===== src/rtl/booth_mult_seq.sv =====
// Iterative signed radix-2 Booth multiplier: one add/sub/pass step and one arithmetic shift per clock.
// Optional macro BOOTH_UNSIGNED_EN adds an is_signed input that selects unsigned operands.
module booth_mult_seq #(
   parameter int WIDTH = 4
) (
   input  logic                 clk,
   input  logic                 rst_n,
   input  logic                 start,
   input  logic [WIDTH-1:0]     multiplicand,
   input  logic [WIDTH-1:0]     multiplier,
`ifdef BOOTH_UNSIGNED_EN
   input  logic                 is_signed,
`endif
   output logic                 busy,
   output logic                 done,
   output logic [2*WIDTH-1:0]   product
);

   // Unsigned mode runs one extra iteration over a zero-extended multiplier.
`ifdef BOOTH_UNSIGNED_EN
   localparam int QW = WIDTH + 1;
   localparam int CW = $clog2(WIDTH + 2);
`else
   localparam int QW = WIDTH;
   localparam int CW = $clog2(WIDTH + 1);
`endif

   typedef enum logic [1:0] {
      S_IDLE,
      S_RUN,
      S_DONE
   } state_t;

   state_t               state_q, state_d;
   logic [WIDTH:0]       a_q, a_d;
   logic [WIDTH:0]       m_q, m_d;
   logic [QW-1:0]        q_q, q_d;
   logic                 qm1_q, qm1_d;
   logic [CW-1:0]        cnt_q, cnt_d;
   logic [2*WIDTH-1:0]   product_q, product_d;
`ifdef BOOTH_UNSIGNED_EN
   logic                 signed_q, signed_d;
`endif

   logic [WIDTH:0]       a_sel;
   logic [WIDTH:0]       a_sh;
   logic [QW-1:0]        q_sh;
   logic                 qm1_sh;
   logic [2*WIDTH-1:0]   prod_sh;

   // NOTE: state uses non-blocking assignments so every register samples pre-edge values.
   always_ff @(posedge clk or negedge rst_n) begin
      if (!rst_n) begin
         state_q   <= S_IDLE;
         a_q       <= '0;
         m_q       <= '0;
         q_q       <= '0;
         qm1_q     <= 1'b0;
         cnt_q     <= '0;
         product_q <= '0;
`ifdef BOOTH_UNSIGNED_EN
         signed_q  <= 1'b0;
`endif
      end else begin
         state_q   <= state_d;
         a_q       <= a_d;
         m_q       <= m_d;
         q_q       <= q_d;
         qm1_q     <= qm1_d;
         cnt_q     <= cnt_d;
         product_q <= product_d;
`ifdef BOOTH_UNSIGNED_EN
         signed_q  <= signed_d;
`endif
      end
   end

   // Booth step datapath: select, then arithmetic right shift of {A, Q, q_m1}.
   always_comb begin
      unique case ({q_q[0], qm1_q})
         2'b01:   a_sel = a_q + m_q;
         2'b10:   a_sel = a_q - m_q;
         default: a_sel = a_q;
      endcase
      a_sh   = {a_sel[WIDTH], a_sel[WIDTH:1]};
      q_sh   = {a_sel[0], q_q[QW-1:1]};
      qm1_sh = q_q[0];
`ifdef BOOTH_UNSIGNED_EN
      prod_sh = signed_q ? {a_sh[WIDTH-1:0], q_sh[QW-1:1]}
                         : {a_sh[WIDTH-2:0], q_sh};
`else
      prod_sh = {a_sh[WIDTH-1:0], q_sh};
`endif
   end

   // NOTE: every next-state signal gets its hold value first so no path infers a latch.
   always_comb begin
      state_d   = state_q;
      a_d       = a_q;
      m_d       = m_q;
      q_d       = q_q;
      qm1_d     = qm1_q;
      cnt_d     = cnt_q;
      product_d = product_q;
`ifdef BOOTH_UNSIGNED_EN
      signed_d  = signed_q;
`endif

      case (state_q)
         S_IDLE: begin
            if (start) begin
               a_d   = '0;
               qm1_d = 1'b0;
`ifdef BOOTH_UNSIGNED_EN
               signed_d = is_signed;
               m_d      = {is_signed & multiplicand[WIDTH-1], multiplicand};
               q_d      = {is_signed & multiplier[WIDTH-1], multiplier};
               cnt_d    = is_signed ? CW'(WIDTH) : CW'(WIDTH + 1);
`else
               m_d      = {multiplicand[WIDTH-1], multiplicand};
               q_d      = multiplier;
               cnt_d    = CW'(WIDTH);
`endif
               state_d = S_RUN;
            end
         end
         S_RUN: begin
            a_d   = a_sh;
            q_d   = q_sh;
            qm1_d = qm1_sh;
            cnt_d = cnt_q - CW'(1);
            if (cnt_q == CW'(1)) begin
               product_d = prod_sh;
               state_d   = S_DONE;
            end
         end
         S_DONE:  state_d = S_IDLE;
         default: state_d = S_IDLE;
      endcase
   end

   assign busy    = (state_q != S_IDLE);
   assign done    = (state_q == S_DONE);
   assign product = product_q;

endmodule


===== config.mk =====
export PLATFORM = sky130hd
export DESIGN_NAME = booth_mult_seq
export DESIGN_NICKNAME = d
export VERILOG_FILES = /design/src/rtl/booth_mult_seq.sv
export SDC_FILE = /design/constraint.sdc
export NUM_CORES = 1
export LEC_CHECK = 0
export ABC_AREA = 1
export CORE_MARGIN = 2
export CORE_UTILIZATION = 57
export DETAILED_ROUTE_END_ITERATION = 6
export PLACE_DENSITY = 0.83
export SETUP_SLACK_MARGIN = 0.5
export SLEW_MARGIN = 20
export SYNTH_ARGS = -nofsm -noshare
export SYNTH_HDL_FRONTEND = slang
export SYNTH_SLANG_ARGS = --single-unit

===== constraint.sdc =====
create_clock -name clk -period 3 [get_ports clk]
set_input_delay 0.75 -clock clk [delete_from_list [all_inputs] [get_ports clk]]
set_output_delay 0.75 -clock clk [all_outputs]
set_load 0.1 [all_outputs]

=== Word-level counts from Yosys, hierarchy flattened ===
Cells that the tools add are included.

* Bits in registers: 27
* Input bits: 11
* Output and inout bits: 10

* $add $sub $neg: 3
* Equality and inequality tests: 7
* Muxes and demuxes: 12
* Reduce and logical (&&, ||, !) cells: 7

{| class="wikitable"
|+ Operators with widths
! operator !! count
|-
| 5-bit one-hot mux with 2 select lines || 2
|-
| 4-bit one-hot mux with 2 select lines || 1
|-
| 2-bit AND reduction || 4
|-
| 3-bit one-hot mux with 2 select lines || 1
|-
| 5-bit adder || 1
|-
| 5-bit 2-to-1 mux || 1
|-
| 5-bit subtractor || 1
|-
| 2-bit by 1-bit equality test with 1-bit output (second input constant) || 2
|-
| 2-bit equality test (second input constant) || 2
|-
| 2-bit 2-to-1 mux || 2
|-
| 4-bit 2-to-1 mux || 1
|-
| 2-bit inequality test (second input constant) || 2
|-
| 2-bit one-hot mux with 2 select lines || 1
|-
| 2-bit nonzero test || 2
|-
| 3-bit by 1-bit equality test with 1-bit output (second input constant) || 1
|-
| 3-bit 2-to-1 mux || 1
|-
| 3-bit by 1-bit subtractor with 3-bit output (second input constant) || 1
|-
| 2-bit logical NOT || 1
|-
| 1-bit one-hot mux with 2 select lines || 1
|-
| 1-bit 2-to-1 mux || 1
|}

=== Logic depth before layout (Yosys ltp) ===
* Word-level depth: 3
* Mapped depth: 15
* Mapped depth without buffers: 15

=== Worst setup path before layout ===
Ideal clock, no wire load.

* Path kind: register to output
* From: reg state_q[0]
* To: out done
* Arrival time: 1.690 ns
* Data required time: 2.250 ns
* Setup slack: 0.560 ns
* Stages on the path, launching flop included: 2
* Path buffers: 0
* Cell sequence: dfrtp_1 nor2_1

* Cells in the longest elaborated chain, start to end: 1

{| class="wikitable"
|+ Ends and longest elaborated chain
! element !! line !! text
|-
| start, declared || 34 || <nowiki>state_t state_q, state_d;</nowiki>
|-
| start signal, assigned || 65 || <nowiki>state_q <= state_d;</nowiki>
|-
| 2-bit equality test || 143 || <nowiki>assign done = (state_q == S_DONE);</nowiki>
|-
| end, declared || 15 || <nowiki>output logic done,</nowiki>
|}

Every way passes these cells.

=== Worst setup path in the final report ===
* From: reg q_q[0]
* To: reg a_q[3]

* Cells in the longest elaborated chain, start to end: 3

{| class="wikitable"
|+ Ends and longest elaborated chain
! element !! line !! text
|-
| start, declared || 37 || <nowiki>logic [QW-1:0] q_q, q_d;</nowiki>
|-
| start signal, assigned || 68 || <nowiki>q_q <= q_d;</nowiki>
|-
| 2-bit equality test or 2-bit by 1-bit equality test with 1-bit output (tied branches) || 80 || <nowiki>unique case ({q_q[0], qm1_q})</nowiki>
|-
| 5-bit one-hot mux with 2 select lines (*) || 80 ||
|-
| 5-bit one-hot mux with 2 select lines (*) || 109 || <nowiki>case (state_q)</nowiki>
|-
| end signal, assigned || 55 || <nowiki>a_q <= '0;</nowiki>
|-
| end signal, assigned || 66 || <nowiki>a_q <= a_d;</nowiki>
|-
| end, declared || 35 || <nowiki>logic [WIDTH:0] a_q, a_d;</nowiki>
|}

Every way passes the cells marked *; elsewhere a longest branch is shown, timed or not.
A chain may end at the register's enable or synchronous reset.

==> impl_metrics.csv <==
group,metric,value,unit
route,viasPerCell,5.28,
route,drcViolationCount,0,
clocking,cts_inserted_buffers,3,
worst_setup_path,crit_fanout,7,
worst_hold_path,hold_class,"reg2reg",
synth,synth_warnings,0,
global_routing,overflow,0,
job,cap_violations,0,
clocking,clockBufferDepth,2,
layout,mostFrequentLayoutCell,"nand2_1",
global_routing,grt_pass1_wl,4300,um
sta,rsz0062_at_grt,"false",
clocking,ctsHoldBuffers,0,
clocking,clock_latency,310,ps
route,wl,2620,um
worst_setup_path,crit_family,"simple AND/OR/NAND/NOR gates",
worst_setup_path,arrival,2480,ps
route,drtIter0Drc,14,
synth,yosysTopAreaCellShare,0.457,
layout,layout-drive-gt1-share,0.144,
layout,final_nets,210,
layout,nFillCells,205,
worst_setup_path,path_class,"reg2reg",
layout,instances_no_fill,218,
clocking,post_cts_resize_count,0,
route,firstDrtPassIters,4,
layout,n_antenna_cell,0,
worst_setup_path,cp_slowest_stage_delay,420,ps
sta,fin_skew,4.15,ps
clocking,cts_setup_buffers,0,
synth,syn_avg_cell_area,8.53,sq um
synth,synth_seq_cells,26,
clocking,cts.sink_count,26,
synth,post-synth-top-area-cell,"dfrtp_1",
sta,maxSlewHeadroom,0.778,
clocking,cts_tree,"yes",
synth,syn-cell-area,1430,sq um
layout,final_cell_mix,"nand2_1, dfrtp_1, inv_1, buf_4, clkdlybuf4s50_1",
worst_setup_path,crit_chain,"ha_1, a31oi_1, xor2_1, inv_1, ha_1, nand2_1, nand2_1, nor2_1, nand2_1, nand3_1, nand2_1, nand2_1, nand2_1, nand2_1",
placed_design,place_inst,215,
synth,syn-num-nets,187,
floorplanning,die-area,2920,sq um
sta,period_share,0.737,
global_routing,grtUsageTotal,0.208,
global_routing,grt_max_degree,27,
clocking,htreeDepth,1,
synth,synth_area_leaders,"dfrtp_1, nand2_1, ha_1",
worst_setup_path,slowest_stage,"dfrtp_1",
layout,syn_to_final_growth,14.6,%
placed_design,io_buffers,20,
route,num_vias,1152,
sta,fin_crit,2210,ps
route,antenna_left,0,
synth,ys_seq_area_frac,0.457,
synth,yosysUniqueCellTypes,28,
placed_design,dp_hpwl,2060,um
worst_setup_path,worst_setup_path_end_kind,"flop",
floorplanning,chipHeight,54,um
route,wire_per_inst,12.0,um
worst_setup_path,required,3270,ps
floorplanning,die_w,54,um
floorplanning,start_util,0.586,
sta,hold_viol,0,
floorplanning,std_cell_rows,18,
worst_setup_path,crit_top_cell,"nand2_1",
run_status,status,"finished, final reports clean",
sta,finalSetupTns,0,ps
worst_setup_path,worst-path-buf-inv,1,
sta,max_freq,0.452,GHz
sta,setup_viol,0,
clocking,path_clk_slew,130,ps
clocking,root_buffer,"clkbuf_4",
synth,synthCells,167,
global_routing,grt_pass1_vias,1045,
placed_design,gp_congestion,0.846,
worst_setup_path,cp-start-kind,"flop",
global_routing,antenna_found_initial,0,
sta,worst_pin_slew,330,ps
sta,slew_viol_final,0,
floorplanning,ios,21,
floorplanning,coreArea,2430,sq um
[metal layers]
layer | up-vias | track usage | part of all wire
met5 | - | 0 | 0
met4 | 0 | 0.0708 | 0.014
li1 | 578 | - | -
met3 | 6 | 0.0444 | 0.040
met2 | 28 | 0.366 | 0.50
met1 | 540 | 0.250 | 0.44
[registers in the layout (all words and copies together) (netlist names)]
| signal | count |
|---|---|
| qm1_q | 1 |
| q_q | 4 |
| a_q | 4 |
| state_q | 2 |
| cnt_q | 3 |
| m_q | 4 |
| product | 8 |
[worst paths after layout]
path	start	end	slack [ps]	cells after the start
worst max register to register	q_q[0]	a_q[3]	790	14
worst min register to register	product[4]	product[4]	490	2
worst max-delay path	q_q[0]	a_q[3]	790	14
max in group asynchronous	rst_n	cnt_q[0]	1970	2
worst min-delay path	product[4]	product[4]	490	2
min in group asynchronous	rst_n	product[6]	780	2
[cell usage after synthesis (all sizes together)]
library cell and number:
or2 1, a22oi 1, xor2 1, nand4 1
a21oi 7, o22ai 3, fa 1, nor3 3
mux2 1, clkbuf 2, a31oi 2, a221oi 3
nand3 8, o211ai 1, nand3b 2, ha 8
o21ai 11, dfrtp 26, nor2 11, buf 1
inv 28, nand2 45
[final cells by class]
cell class,instances,area [sq um],share of cell area
clock buffers,3,22.5,0.0138
inverters,28,105,0.0644
multi-input cells,110,634,0.389
flip-flops and latches,26,651,0.398
well taps,30,37.5,0.0230
repair buffers,21,183,0.112
[per-stage QoR]
stage	cell area (sq um)	worst slack [ps]	util	hold WS (ps)
floorplan	1430	560	-	454
global placement	1610	906	0.662	455
detailed placement	1610	851	0.662	461
CTS	1630	815	0.671	492
global route	1630	612	0.671	509
finish	1630	788	0.671	491
[worst reg2reg max path: stages (launching register included)]
cell and delay (ps):
dfrtp_1 420, ha_1 280, a31oi_1 200, xor2_1 170, inv_1 60, ha_1 330, nand2_1 110, nand2_1 60
nor2_1 120, nand2_1 100, nand3_1 90, nand2_1 50, nand2_1 80, nand2_1 60, nand2_1 50
[cell families after synthesis]
logic type | synth area share
flops | 0.457
compound gates | 0.122
xor+xnor | 0.00615
mux | 0.00790
simple gates | 0.225
buf+inv | 0.0983
fa+ha+maj | 0.0843
Power is not shown: default switching activity piles up to over one toggle a cycle in this logic, so the estimate is an artifact.
